$ cat src/rtl/airi5c_hasti_wait_bridge_pkg.sv
// Shared HASTI bus constants, bridge state encoding and LFSR helper for the
// wait-state injecting bridge and its LFSR.
package airi5c_hasti_wait_bridge_pkg;

  localparam int HASTI_ADDR_WIDTH  = 32;
  localparam int HASTI_BUS_WIDTH   = 32;
  localparam int HASTI_SIZE_WIDTH  = 3;
  localparam int HASTI_TRANS_WIDTH = 2;

  localparam logic [HASTI_TRANS_WIDTH-1:0] HASTI_TRANS_IDLE   = 2'b00;
  localparam logic [HASTI_TRANS_WIDTH-1:0] HASTI_TRANS_BUSY   = 2'b01;
  localparam logic [HASTI_TRANS_WIDTH-1:0] HASTI_TRANS_NONSEQ = 2'b10;
  localparam logic [HASTI_TRANS_WIDTH-1:0] HASTI_TRANS_SEQ    = 2'b11;

  localparam logic HASTI_RESP_OKAY = 1'b0;

  localparam int WAIT_CNT_WIDTH = 8;

  typedef enum logic [1:0] {
    ST_IDLE = 2'd0,
    ST_WAIT = 2'd1,
    ST_ADDR = 2'd2,
    ST_DATA = 2'd3
  } state_e;

  // Fibonacci feedback for taps 16,14,13,11.
  function automatic logic lfsr16_feedback(input logic [15:0] s);
    return s[15] ^ s[13] ^ s[12] ^ s[10];
  endfunction

endpackage

$ cat src/rtl/airi5c_lfsr16.sv
// Free-running 16-bit Fibonacci LFSR (taps 16,14,13,11), reusable by other
// stress blocks; the seed must be nonzero.
module airi5c_lfsr16
  import airi5c_hasti_wait_bridge_pkg::*;
(
  input  logic        clk,
  input  logic        rst_n,
  input  logic [15:0] seed,
  output logic [15:0] state
);

  logic [15:0] state_q;
  logic [15:0] state_d;

  // Shift left, feedback into bit 0.
  always_comb begin
    state_d = {state_q[14:0], lfsr16_feedback(state_q)};
  end

  // State register, reloaded with the seed on reset.
  always_ff @(posedge clk or negedge rst_n) begin
    if (!rst_n) begin
      state_q <= seed;
    end else begin
      state_q <= state_d;
    end
  end

  assign state = state_q;

endmodule

$ cat src/rtl/airi5c_hasti_wait_bridge.sv
// AHB-Lite bridge that re-issues each upstream transfer to a zero-wait memory
// after a fixed or LFSR-chosen number of wait states.
module airi5c_hasti_wait_bridge
  import airi5c_hasti_wait_bridge_pkg::*;
#(
  parameter int unsigned WAIT_CYCLES = 32'd0,
  parameter bit          RANDOM      = 1'b0,
  parameter int unsigned MAX_WAIT    = 32'd7,
  parameter logic [15:0] LFSR_SEED   = 16'hACE1
) (
  input  logic                         hclk,
  input  logic                         hresetn,
  input  logic [HASTI_ADDR_WIDTH-1:0]  s_haddr,
  input  logic                         s_hwrite,
  input  logic [HASTI_SIZE_WIDTH-1:0]  s_hsize,
  input  logic [HASTI_TRANS_WIDTH-1:0] s_htrans,
  input  logic [HASTI_BUS_WIDTH-1:0]   s_hwdata,
  output logic [HASTI_BUS_WIDTH-1:0]   s_hrdata,
  output logic                         s_hready,
  output logic                         s_hresp,
  output logic [HASTI_ADDR_WIDTH-1:0]  m_haddr,
  output logic                         m_hwrite,
  output logic [HASTI_SIZE_WIDTH-1:0]  m_hsize,
  output logic [HASTI_TRANS_WIDTH-1:0] m_htrans,
  output logic [HASTI_BUS_WIDTH-1:0]   m_hwdata,
  input  logic [HASTI_BUS_WIDTH-1:0]   m_hrdata,
  input  logic                         m_hready,
  output logic [31:0]                  stall_count
);

  localparam logic [WAIT_CNT_WIDTH-1:0] FIXED_WAIT = WAIT_CNT_WIDTH'(WAIT_CYCLES);
  localparam logic [WAIT_CNT_WIDTH-1:0] WAIT_ONE   = WAIT_CNT_WIDTH'(32'd1);
  localparam logic [4:0]                RAND_MOD   = 5'(MAX_WAIT + 32'd1);

  state_e                        state_q, state_d;
  logic [HASTI_ADDR_WIDTH-1:0]   addr_q, addr_d;
  logic                          write_q, write_d;
  logic [HASTI_SIZE_WIDTH-1:0]   size_q, size_d;
  logic [HASTI_BUS_WIDTH-1:0]    wdata_q, wdata_d;
  logic                          cap_q, cap_d;
  logic [WAIT_CNT_WIDTH-1:0]     wait_q, wait_d;
  logic [31:0]                   stall_q, stall_d;

  logic [15:0]                   lfsr_s;
  logic                          lfsr_unused_s;
  logic [4:0]                    rand_mod_s;
  logic [WAIT_CNT_WIDTH-1:0]     wait_load_s;
  logic                          accept_s;
  logic                          s_hready_s;
  logic [HASTI_BUS_WIDTH-1:0]    s_hrdata_s;
  logic [HASTI_TRANS_WIDTH-1:0]  m_htrans_s;

  airi5c_lfsr16 u_lfsr (
    .clk   (hclk),
    .rst_n (hresetn),
    .seed  (LFSR_SEED),
    .state (lfsr_s)
  );

  assign lfsr_unused_s = ^lfsr_s[15:4];

  // Next-state, upstream handshake and downstream request generation.
  always_comb begin
    state_d    = state_q;
    addr_d     = addr_q;
    write_d    = write_q;
    size_d     = size_q;
    wait_d     = wait_q;
    cap_d      = 1'b0;
    s_hready_s = 1'b1;
    s_hrdata_s = '0;
    m_htrans_s = HASTI_TRANS_IDLE;

    rand_mod_s  = {1'b0, lfsr_s[3:0]} % RAND_MOD;
    wait_load_s = RANDOM ? WAIT_CNT_WIDTH'(rand_mod_s) : FIXED_WAIT;

    // Write data belongs to the cycle right after the address phase.
    if (cap_q) begin
      wdata_d = s_hwdata;
    end else begin
      wdata_d = wdata_q;
    end

    case (state_q)
      ST_IDLE: begin
        s_hready_s = 1'b1;
        state_d    = ST_IDLE;
      end
      ST_WAIT: begin
        s_hready_s = 1'b0;
        wait_d     = wait_q - WAIT_ONE;
        if (wait_q <= WAIT_ONE) begin
          state_d = ST_ADDR;
        end else begin
          state_d = ST_WAIT;
        end
      end
      ST_ADDR: begin
        s_hready_s = 1'b0;
        m_htrans_s = HASTI_TRANS_NONSEQ;
        state_d    = ST_DATA;
      end
      ST_DATA: begin
        s_hready_s = m_hready;
        s_hrdata_s = m_hrdata;
        if (m_hready) begin
          state_d = ST_IDLE;
        end else begin
          state_d = ST_DATA;
        end
      end
      default: begin
        state_d = ST_IDLE;
      end
    endcase

    // A completing data phase may accept the next transfer in the same cycle.
    accept_s = s_hready_s &&
               ((s_htrans == HASTI_TRANS_NONSEQ) || (s_htrans == HASTI_TRANS_SEQ));
    if (accept_s) begin
      addr_d  = s_haddr;
      write_d = s_hwrite;
      size_d  = s_hsize;
      wait_d  = wait_load_s;
      cap_d   = 1'b1;
      if (wait_load_s != '0) begin
        state_d = ST_WAIT;
      end else begin
        state_d = ST_ADDR;
      end
    end else begin
      cap_d = 1'b0;
    end

    if (!s_hready_s && (stall_q != 32'hFFFF_FFFF)) begin
      stall_d = stall_q + 32'd1;
    end else begin
      stall_d = stall_q;
    end
  end

  // State and datapath registers.
  always_ff @(posedge hclk or negedge hresetn) begin
    if (!hresetn) begin
      state_q <= ST_IDLE;
      addr_q  <= '0;
      write_q <= 1'b0;
      size_q  <= '0;
      wdata_q <= '0;
      cap_q   <= 1'b0;
      wait_q  <= '0;
      stall_q <= 32'd0;
    end else begin
      state_q <= state_d;
      addr_q  <= addr_d;
      write_q <= write_d;
      size_q  <= size_d;
      wdata_q <= wdata_d;
      cap_q   <= cap_d;
      wait_q  <= wait_d;
      stall_q <= stall_d;
    end
  end

  assign s_hready    = s_hready_s;
  assign s_hrdata    = s_hrdata_s;
  assign s_hresp     = HASTI_RESP_OKAY;
  assign m_htrans    = m_htrans_s;
  assign m_haddr     = addr_q;
  assign m_hwrite    = write_q;
  assign m_hsize     = size_q;
  assign m_hwdata    = wdata_q;
  assign stall_count = stall_q;

endmodule

$ cat config.mk
export PLATFORM = sky130hd
export DESIGN_NAME = airi5c_hasti_wait_bridge
export DESIGN_NICKNAME = d
export VERILOG_FILES = /design/src/rtl/airi5c_hasti_wait_bridge_pkg.sv /design/src/rtl/airi5c_lfsr16.sv /design/src/rtl/airi5c_hasti_wait_bridge.sv
export SDC_FILE = /design/constraint.sdc
export NUM_CORES = 1
export LEC_CHECK = 0
export CAP_MARGIN = 15
export CORE_ASPECT_RATIO = 0.8
export CORE_MARGIN = 2
export CORE_UTILIZATION = 44
export DETAILED_ROUTE_END_ITERATION = 8
export PLACE_DENSITY_LB_ADDON = 0.15
export SYNTH_ARGS = -nofsm -noshare
export SYNTH_HDL_FRONTEND = slang
export SYNTH_SLANG_ARGS = --single-unit
$ cat constraint.sdc
create_clock -name hclk -period 5.7 [get_ports hclk]
set_input_delay 1.14 -clock hclk [delete_from_list [all_inputs] [get_ports hclk]]
set_output_delay 1.14 -clock hclk [all_outputs]
set_load 0.005 [all_outputs]
Word-level counts from Yosys, hierarchy flattened
Cells that the tools add are included.
- register bits after elaboration: 111
- bits of input ports: 105
- output and inout port bits: 136
- word-level logic and storage cells: 34
- add/subtract/negate cells: 2
- $lt $le $gt $ge: 1
- eq/ne operators: 6
- multiplexer cells: 10
- reduce and logical (&&, ||, !) cells: 7
- operator list (cell ; number):
    $add A32 B1 Y32 const B ; 1
    $mux W32 ; 1
    $ne A32 B32 Y1 const B ; 1
    $mux W8 ; 2
    $eq A2 B2 Y1 const B ; 4
    $le A8 B1 Y1 const B ; 1
    $mux W2 ; 4
    $pmux W2 S4 ; 1
    $sub A8 B1 Y8 const B ; 1
    $pmux W1 S3 ; 1
    $eq A2 B1 Y1 const B ; 1
    $logic_and A1 B1 Y1 ; 2
    $logic_not A2 Y1 ; 1
    $reduce_bool A2 Y1 ; 1
    $reduce_or A2 Y1 ; 1
    $logic_not A1 Y1 ; 1
    $logic_or A1 B1 Y1 ; 1
    $mux W1 ; 1

Longest topological paths before layout
- depth in word-level cells: 5
- depth in mapped cells: 8
- mapped depth without buffers: 7

Least setup slack after synthesis
OpenSTA, ideal clock, no wires.
- path type: input to output
- start: input port m_hready
- end: output port s_hready
- arrival: 1.431 ns
- required time: 4.560 ns
- path slack: 3.129 ns
- stages: 2
- path buffers: 0
- cells stage by stage: nor2b_1 nor2_2
- word-level cells in the longest chain between the ends: 1
- ends and longest elaborated chain (item ; line ; text):
    from (decl) ; airi5c_hasti_wait_bridge.sv:27 ; input logic m_hready,
    $pmux W1 S3 ; airi5c_hasti_wait_bridge.sv:84 ; case (state_q)
    to (decl) ; airi5c_hasti_wait_bridge.sv:19 ; output logic s_hready,
No other way between the ends.

Worst setup path in the final report
Same ends and word-level chain as after synthesis.

==> flow_metrics.tcl <==
set metrics [dict create \
    io_buffers 237 \
    synth_edf_count 0 \
    async_flop_share_pct 100 \
    start_kind "input pin" \
    place.gp.congestion 0.762 \
    min_to "m_hwdata[15]$_DFFE_PN0P_" \
    crit_family "buffers and inverters" \
    fp.dieH_um 97.6 \
    yosysTopAreaCell "dfrtp_1" \
    synth.most_common_cell "dfrtp_1" \
    drv_slew 0 \
    route.detailed.drc 0 \
    root_buffer "clkbuf_16" \
    worst_slack_ns 2.01 \
    cts_made_buffers 9 \
    reg2reg_from "state_q[0]$_DFF_PN0_" \
    synth_cell_type_count 38 \
    cts_resized 0 \
    synth_top_area_share_pct 57.6 \
    synthTopCellsByCount "dfrtp_1 (111), mux2_2 (69), and2_1 (35)" \
    postRouteAntennaNets 0 \
    overflow 0 \
    boundaryPins 241 \
    drive_gt1_share_pct 15.9 \
    crit_top_cell "clkdlybuf4s50_1" \
    finalWirelength_um 11700 \
    grt_max_degree 61 \
    synth_seq_area_share_pct 57.6 \
    dieArea_mm2 0.0118 \
    hold_ws_ns 0.507 \
    coreArea_mm2 0.0108 \
    vdd_drop_max_v 0.000267 \
    start_util_pct 44.8 \
    p_per_area_mw_per_mm2 431 \
    power.leakage_uw 0.00313 \
    min_period_ns 3.69 \
    cap_violations 0 \
    post-cts-setup-buffers 0 \
    crit_slowest_cell "clkdlybuf4s50_1" \
    die-width_um 121 \
    hold_start "m_hwdata[15]$_DFFE_PN0P_" \
    skew_ns 0.00401 \
    grtUsageTotal_pct 20.3 \
    ys.flop_type "dfrtp_1" \
    crit_type "in -> out" \
    grt_pass1_vias 3745 \
    antenna_cells 0 \
    grt_pass1_wl_um 19200 \
    cts_max_path_buffers 2 \
    synthCells 368 \
    cp-end-kind "primary output" \
    cp.arrival_ns 2.55 \
    layout.nets 717 \
    worstPathCellList "clkdlybuf4s50_1, nor2b_1, nor2_2, clkdlybuf4s50_1" \
    dp_hpwl_um 8780 \
    cts_tree "yes" \
    syn_area_mm2 0.00482 \
    rsz0062_at_grt "no" \
    reg2reg_slack_ns 2.60 \
    maxSlewHeadroom_pct 48.8 \
    worstPathRequired_ns 4.56 \
    status "finished, final reports clean" \
    via_per_inst 4.83 \
    yosys-top-cells-area "dfrtp_1 (58%), mux2_2 (16%), xnor2_1 (5.6%)" \
    dpl-instance-area_mm2 0.00733 \
    dp_worst_setup_slack_ns 2.01 \
    crit_buf_inv 2 \
    setup_viol 0 \
    min_period_over_period_pct 64.8 \
    hold_depth 1 \
    ff2ff_path_depth 6 \
    syn_avg_cell_area_um2 13.1 \
    vias 3644 \
    finalPower_uw 3290 \
    tns_ns 0 \
    hold_buffers 0 \
    clock_sinks 111 \
    hold_path.class "reg -> reg" \
    grt_antenna_before_repair 0 \
    finalHoldViolCount 0 \
    htree_levels 3 \
    clock_latency_ns 0.34 \
    timing.rr.end "m_haddr[3]$_DFFE_PN0P_" \
    ys_seq_elements 111 \
    wire_per_inst_um 15.6 \
    cp_max_fo 5 \
    tightest_slew_ns 0.768 \
    fill_cells 805 \
    firstDrtPassIters 4 \
    fmax_mhz 271 \
    clkSlewWorstSetupHoldPaths_ns 0.07 \
    row_count 34 \
    final_area_mm2 0.00761 \
    syn2layout_area_growth_pct 57.9 \
    ys_warn_count 0 \
    first_iter_violations 114 \
    cpPeakStageDelay_ns 0.57 \
]
-- state kept, by name (all words and copies together) (netlist names) --
register and cells:
m_hwrite 1, stall_count 32, m_haddr 32, cap_q 1, wait_q 8, m_hwdata 32, m_hsize 3, state_q 2
-- logic make-up after synthesis --
group,after synthesis,share of synthesized area [%]
xor+xnor,37,6.72
buf+inv,21,1.92
other cells,1,0.0777
fa+ha+maj,7,1.82
compound gates,10,2.05
flops,111,57.6
mux,70,16.3
simple gates,111,13.5
-- metal layers --
layer  vias to the layer above  part of all wire [%]  wire [um]  GRT usage (%)
met5                         -                     0          0              0
li1                       1739                     -          -              -
met2                       116                    49       5790           33.6
met1                      1779                    43       5000           26.1
met4                         0                  0.91        107           4.65
met3                        10                   7.2        845           6.51
-- cell usage in the layout, fill, tap and decap left out, types with 7 or more instances in the layout --
cell type / Yosys / layout
nand2_1: 10 / 10
nand4_1: 15 / 15
xnor2_1: 31 / 31
dfrtp_1: 111 / 111
mux2_2: 69 / 69
clkdlybuf4s50_1: 0 / 236
clkbuf_16: 0 / 9
ha_1: 7 / 7
nand3_1: 15 / 15
nor2_1: 13 / 13
and2_1: 35 / 34
-- where the power goes --
part | switching, uW | leakage, uW | internal [uW]
clock | 283 | 0.000131 | 310
combinational | 475 | 0.00162 | 939
sequential | 186 | 0.00138 | 1090
-- final cells by class --
class,count,area (um2),area share [%]
flip-flops and latches,111,2780,36.5
clock buffers,10,239,3.14
repair buffers,240,2390,31.4
well taps,144,180,2.37
clock inverters,6,45.0,0.592
multi-input cells,237,1960,25.7
inverters,6,22.5,0.296
-- metrics by stage --
stage	util, %	instances
floorplan	-	369
global placement	68.1	738
detailed placement	68.1	738
CTS	70.8	754
global route	70.8	754
finish	70.8	754
-- worst reg2reg max path, delay by kind of cell, from the launching register on --
| kind | cells | cell delay, ns |
|---|---|---|
| AND/OR/NAND/NOR | 3 | 1.20 |
| adder cells (fa/ha/maj) | 1 | 0.67 |
| flip-flops | 1 | 0.38 |
| buffers and inverters | 1 | 0.37 |
| multiplexers | 1 | 0.37 |
-- worst max path at each step --
stage	start	end	slack, ns	cells past startpoint
6_report	m_hready	s_hready	2.01	4
5_1_grt	state_q[0]$_DFF_PN0_	s_hready	1.79	4
4_1_cts	m_hready	s_hready	2.00	4
3_5_place_dp	m_hready	s_hready	2.01	4
3_3_place_gp	m_hready	s_hready	1.99	4
2_1_floorplan	m_hready	s_hready	3.13	2
No activity file was read; power rests on OpenSTA's default activity.
